$ cat config.mk
export PLATFORM = sky130hd
export DESIGN_NAME = frequency_measurement_sequencer
export DESIGN_NICKNAME = d
export VERILOG_FILES = /design/src/rtl/frequency_sequencer_pkg.sv /design/src/rtl/measurement_window_timer.sv /design/src/rtl/frequency_measurement_sequencer.sv
export SDC_FILE = /design/constraint.sdc
export NUM_CORES = 1
export LEC_CHECK = 0
export ABC_AREA = 1
export BUFFER_PORTS_ARGS = -buffer_cell sky130_fd_sc_hd__buf_2
export CORE_UTILIZATION = 49
export CTS_BUF_LIST = sky130_fd_sc_hd__clkbuf_4 sky130_fd_sc_hd__clkbuf_8 sky130_fd_sc_hd__clkbuf_16
export DETAILED_ROUTE_END_ITERATION = 6
export PLACE_DENSITY = 0.76
export SLEW_MARGIN = 20
export SYNTH_ARGS = -nofsm -noshare
export SYNTH_HDL_FRONTEND = slang
export SYNTH_SLANG_ARGS = --single-unit
$ cat constraint.sdc
create_clock -name clock -period 1.7 [get_ports clock]
set_input_delay 0.085 -clock clock [delete_from_list [all_inputs] [get_ports clock]]
set_output_delay 0.085 -clock clock [all_outputs]
set_load 0.05 [all_outputs]
$ cat src/rtl/frequency_sequencer_pkg.sv
// Shared definitions for the frequency measurement sequencer.
// Holds the FSM state encoding and the register-file operation codes understood by
// axi_slave_impl.
package frequency_sequencer_pkg;

  typedef enum logic [2:0] {
    StIdle      = 3'd0,
    StClear     = 3'd1,
    StMeasure   = 3'd2,
    StSettle    = 3'd3,
    StWriteback = 3'd4,
    StDone      = 3'd5
  } sequencer_state_e;

  localparam logic [1:0] REGISTER_IDLE_OPERATION  = 2'd0;
  localparam logic [1:0] REGISTER_WRITE_OPERATION = 2'd2;

endpackage

$ cat src/rtl/measurement_window_timer.sv
// Loadable 32-bit down-counter.
// Ports:
//   clock       - clock
//   reset       - synchronous, active-high
//   load        - load load_value this cycle (takes priority over counting)
//   load_value  - value loaded; the terminal count is reached load_value cycles later
//   count       - current count
//   terminal    - high while the count is zero
// Loading N-1 therefore times an interval of exactly N cycles.
module measurement_window_timer (
  input  logic        clock,
  input  logic        reset,
  input  logic        load,
  input  logic [31:0] load_value,
  output logic [31:0] count,
  output logic        terminal
);

  logic [31:0] count_q;

  always_ff @(posedge clock) begin
    if (reset) begin
      count_q <= '0;
    end else if (load) begin
      count_q <= load_value;
    end else if (count_q != '0) begin
      count_q <= count_q - 32'd1;
    end
  end

  assign count    = count_q;
  assign terminal = (count_q == '0);

endmodule

$ cat src/rtl/frequency_measurement_sequencer.sv
// Measurement-cycle sequencer in front of the frequency_analyzer instances and the
// axi_slave_impl register file. One software trigger runs: clear analyzers (1 cycle),
// enable them for WINDOW_CYCLES, settle for SETTLE_CYCLES, write NUMBER_OF_REGISTERS results
// (HOLD_CYCLES each), then hold irq until irq_ack. abort returns to idle from any busy state.
// Ports:
//   clock, reset (sync, active-high), trigger, abort, irq_ack       - control inputs
//   analyzer_enable, analyzer_clear_n                                 - analyzer control
//   result_index / result_value                                       - result mux select / data
//   register_operation, register_number, register_write               - register-file write port
//   busy, irq                                                         - status
// Build option: define MEASUREMENT_COUNTER_EN to append a completed-cycle counter as
// register NUMBER_OF_REGISTERS+1.
module frequency_measurement_sequencer
  import frequency_sequencer_pkg::*;
#(
  parameter int unsigned WINDOW_CYCLES       = 100000000,
  parameter int unsigned NUMBER_OF_REGISTERS = 7,
  parameter int unsigned HOLD_CYCLES         = 4,
  parameter int unsigned SETTLE_CYCLES       = 2,
  parameter int unsigned DATA_WIDTH          = 32
) (
  input  logic                  clock,
  input  logic                  reset,
  input  logic                  trigger,
  input  logic                  abort,
  input  logic                  irq_ack,
  output logic                  analyzer_enable,
  output logic                  analyzer_clear_n,
  output logic [7:0]            result_index,
  input  logic [DATA_WIDTH-1:0] result_value,
  output logic [1:0]            register_operation,
  output logic [7:0]            register_number,
  output logic [DATA_WIDTH-1:0] register_write,
  output logic                  busy,
  output logic                  irq
);

`ifdef MEASUREMENT_COUNTER_EN
  localparam int unsigned SlotCount = NUMBER_OF_REGISTERS + 1;
  logic [31:0] measurement_count_q;
`else
  localparam int unsigned SlotCount = NUMBER_OF_REGISTERS;
`endif
  localparam logic [7:0] LastResult = 8'(NUMBER_OF_REGISTERS);
  localparam logic [7:0] LastSlot   = 8'(SlotCount);

  sequencer_state_e state_q;

  logic        timer_load;
  logic [31:0] timer_value;
  logic [31:0] timer_count;
  logic        timer_terminal;
  logic [7:0]  next_number;
  logic [7:0]  lead_index;
  logic [7:0]  next_lead_index;

  measurement_window_timer u_timer (
    .clock      (clock),
    .reset      (reset),
    .load       (timer_load),
    .load_value (timer_value),
    .count      (timer_count),
    .terminal   (timer_terminal)
  );

  // The write data is captured on entry to each slot, so the mux select is advanced to the
  // next slot's index during the final cycle of the current slot (0 when no result follows).
  assign next_number     = register_number + 8'd1;
  assign lead_index      = (register_number < LastResult) ? register_number + 8'd1 : 8'd0;
  assign next_lead_index = (next_number < LastResult) ? next_number + 8'd1 : 8'd0;

  always_comb begin
    timer_load  = 1'b0;
    timer_value = '0;
    unique case (state_q)
      StClear: begin
        timer_load  = 1'b1;
        timer_value = 32'(WINDOW_CYCLES - 1);
      end
      StMeasure: begin
        timer_load  = timer_terminal;
        timer_value = 32'(SETTLE_CYCLES - 1);
      end
      StSettle, StWriteback: begin
        timer_load  = timer_terminal && !(state_q == StWriteback && register_number == LastSlot);
        timer_value = 32'(HOLD_CYCLES - 1);
      end
      default: ;
    endcase
  end

  always_ff @(posedge clock) begin
    if (reset || (abort && state_q != StIdle)) begin
      state_q            <= StIdle;
      analyzer_enable    <= 1'b0;
      analyzer_clear_n   <= 1'b1;
      result_index       <= 8'd0;
      register_operation <= REGISTER_IDLE_OPERATION;
      register_number    <= 8'd0;
      register_write     <= '0;
`ifdef MEASUREMENT_COUNTER_EN
      if (reset) measurement_count_q <= '0;
`endif
    end else begin
      unique case (state_q)
        StIdle: begin
          if (trigger && !abort) begin
            state_q          <= StClear;
            analyzer_clear_n <= 1'b0;
          end
        end
        StClear: begin
          state_q          <= StMeasure;
          analyzer_clear_n <= 1'b1;
          analyzer_enable  <= 1'b1;
        end
        StMeasure: begin
          if (timer_terminal) begin
            state_q         <= StSettle;
            analyzer_enable <= 1'b0;
            result_index    <= 8'd1;
          end
        end
        StSettle: begin
          if (timer_terminal) begin
            state_q            <= StWriteback;
            register_operation <= REGISTER_WRITE_OPERATION;
            register_number    <= 8'd1;
            register_write     <= result_value;
            if (HOLD_CYCLES == 1) result_index <= (LastResult > 8'd1) ? 8'd2 : 8'd0;
          end
        end
        StWriteback: begin
          if (timer_terminal) begin
            if (register_number == LastSlot) begin
              state_q            <= StDone;
              register_operation <= REGISTER_IDLE_OPERATION;
              register_number    <= 8'd0;
              result_index       <= 8'd0;
`ifdef MEASUREMENT_COUNTER_EN
              measurement_count_q <= measurement_count_q + 32'd1;
`endif
            end else begin
              register_number <= next_number;
`ifdef MEASUREMENT_COUNTER_EN
              if (next_number > LastResult) begin
                register_write <= DATA_WIDTH'(measurement_count_q + 32'd1);
              end else begin
                register_write <= result_value;
              end
`else
              register_write <= result_value;
`endif
              if (HOLD_CYCLES == 1) result_index <= next_lead_index;
            end
          end else if (timer_count == 32'd1) begin
            result_index <= lead_index;
          end
        end
        StDone: begin
          if (irq_ack) state_q <= StIdle;
        end
        default: state_q <= StIdle;
      endcase
    end
  end

  assign busy = (state_q != StIdle);
  assign irq  = (state_q == StDone);

endmodule
==> reports/metrics.yaml <==
power_and_ir_drop:
  clkPwrFrac_pct: 16.7
  switching_share_pct: 44.44
  power_frac_comb_pct: 56.2
  power_switching_w: 0.004382
  p_per_area_nw_per_um2: 1577
  p_int_w: 0.005479
  power.leakage_nw: 3.149
  peakVddDrop_mv: 1.007
  power_frac_seq_pct: 27.1
worst_setup_path:
  crit_path_top_delay_cell: "dfxtp_2"
  critPathArrivalTime_ns: 2.15
  crit_family: "simple AND/OR/NAND/NOR gates"
  max_stage_delay_ns: 0.35
  crit_buf_inv: 2
  startpoint_type: "flop"
  worstSetupPathType: "reg2reg"
  crit_chain: "nor2_2 -> nand2_2 -> nor2_4 -> nand2_4 -> nor2_8 -> nand3_4 -> inv_6 -> nor2_4 -> buf_4 -> nand2_4 -> nand2_1 -> nor2_1"
  required_ns: 1.99
  cp_max_fo: 6
  cp-end-kind: "flop"
detailed_routing:
  drtIter0Drc: 269
  wl_um: 14060
  vias: 4989
  wire_per_inst_um: 14.96
  firstDrtPassIters: 5
  drc: 0
  ant_nets: 0
  vias_per_cell: 5.307
layout:
  finalNonFillerCells: 940
  area_growth_pct: 47.46
  nets: 871
  diodes: 0
  fin_area_um2: 6255
  drive_gt1_share_pct: 32.81
sta:
  holdWs_ns: 0.1403
  setup_ws_ns: -0.1610
  rsz0062_at_grt: "true"
  setup_viol: 46
  fmax_mhz: 537.3
  fin_crit_ns: 1.861
  hold_violations: 0
  skew_ns: 0.009236
  maxSlewViolCount: 0
  post-route-period-util_pct: 109.5
clock_network:
  clkSlewWorstSetupHoldPaths_ns: 0.09
  clock_sink_count: 86
  clockBufferDepth: 2
  root_buffer: "clkbuf_8"
  cts_buffers: 9
  clock_latency_ns: 0.36
  cts_tree: "yes"
  cts_htree_levels: 3
synthesis:
  syn_area_um2: 4242
  avgSynthCellArea_um2: 6.690
  seq_area_frac_synth_pct: 40.59
  syn-instance-count: 634
  synth_seq_cells: 86
  ys.warnings.count: 0
  synth_nets: 675
  yosysUniqueCellTypes: 33
floorplan:
  num_io_pins: 91
  dieHeight_um: 95.04
  fp.dieW_um: 95.04
  die-area_um2: 9033
  core_um2: 8299
  start_util_pct: 51.11
  rows: 33
outcome:
  violations: "negative setup slack"
  status: "finished with violations"
placed_design:
  place.gp.congestion: 0.8815
  placed_area_um2: 5326
  dpl.hpwl_um: 8132
  preCtsSetupSlack_ns: -0.1189
  numPortBuffers: 89
  placedCellCount: 878
grt:
  grt_pass1_vias: 4631
  grt_max_degree: 33
  grt_antenna_before_repair: 0
  grt_pass1_wl_um: 20660
  overflow: 0
  track_usage_pct: 28.92
hold_path:
  hold_path.class: "in2reg"
run:
  drv_cap: 0
## kinds of logic after synthesis
family | count (synthesis) | synth area share (%)
other cells | 1 | 0.08841
flops | 86 | 40.59
compound gates | 76 | 9.262
xor+xnor | 24 | 4.956
buf+inv | 72 | 6.932
fa+ha+maj | 4 | 1.180
simple gates | 371 | 36.99
## power groups by stage
stage | combinational (W) | clock (W) | sequential (W)
floorplan | 0.00284 | 0 | 0.00277
detailed placement | 0.00458 | 0 | 0.00261
global placement | 0.00446 | 0 | 0.00259
global route | 0.00608 | 0.00174 | 0.00270
CTS | 0.00478 | 0.00166 | 0.00258
finish | 0.00554 | 0.00165 | 0.00267
## path summary, 6_finish.rpt
path	cells after the start	slack (ns)	startpoint	end
setup reg to reg	12	-0.16	u_timer.count[15]	u_timer.count[16]
hold / removal	4	0.14	reset	u_timer.count[1]
hold reg to reg	2	0.43	result_index[4]	result_index[4]
setup / recovery	12	-0.16	u_timer.count[15]	u_timer.count[16]
## sequential cells by signal (all words and copies together), names as in the netlist
register / flops
register_operation: 1
register_number: 8
analyzer_enable: 1
state_q: 3
result_index: 8
u_timer.count: 32
register_write: 32
analyzer_clear_n: 1
## final cells by class
type / instances / area [um^2]
Timing Repair Buffer: 204 / 1474
Tap cell: 105 / 131.4
Sequential cell: 86 / 1750
Inverter: 50 / 195.2
Clock buffer: 11 / 162.7
Fill cell: 556 / 2044
Multi-Input combinational cell: 479 / 2474
Clock inverter: 5 / 67.56
## stage by stage
stage | utilization [%] | setup TNS [ns] | power (W)
finish | 75.37 | -2.423 | 0.009861
global route | 75.37 | -9.148 | 0.01052
CTS | 71.49 | -0.02218 | 0.009021
detailed placement | 64.18 | -3.601 | 0.007188
global placement | 64.18 | -0.2681 | 0.007051
floorplan | - | -1.010 | 0.005604
## cell usage after synthesis, drive strengths merged
library cell  instances  area [um^2]
nand2               131        513.0
inv                  50        190.2
a21oi                17        85.08
ha                    4        50.05
nand3                29        162.7
o211a                 1        10.01
or2                   2        12.51
dfxtp                86         1722
nand3b                1        7.510
o21ai                55        275.3
and3                  1        6.260
a211oi                1        7.510
nor4                  1        6.260
buf                   9        55.04
nor3                 11        55.05
xnor2                 6        52.55
xor2                 18        157.7
nand4                12        75.07
clkbuf               13        48.80
o21bai                2        15.01
nor2                183        730.7
conb                  1        3.750
## metal layers
layer  up-vias  GRT usage (%)  share of wire, %
met5         -              0                 0
met4         0          9.091               2.0
met3        31          6.459               7.1
met2       220          52.46                50
met1      2339          33.60                41
li1       2399              -                 -
## cells in the final DEF, fill, tap and decap left out, types with 15 or more instances in the layout
cell type	count
dlygate4sd3_1	32
buf_2	89
xor2_1	18
nand3_1	24
nand2_1	114
nor2_2	19
inv_1	46
nor2_1	152
o21ai_0	52
buf_4	71
a21oi_1	15
dfxtp_1	69
## tightest hold or removal path: cells and delay by family
family                 cells  cell delay (ns)
buffers and inverters      2             0.23
AND/OR/NAND/NOR            2             0.15
## timing repair
item | 4_1_cts | 5_1_grt
pin swaps | 1 | 24
gates resized for setup | 19 | 64
gates cloned | 0 | 5
hold buffers | 32 | 0
buffers inserted | 0 | 10
endpoints found under the hold margin | 32 | 0
setup endpoints to repair | 79 | 81
No activity file was read; power rests on OpenSTA's default activity.
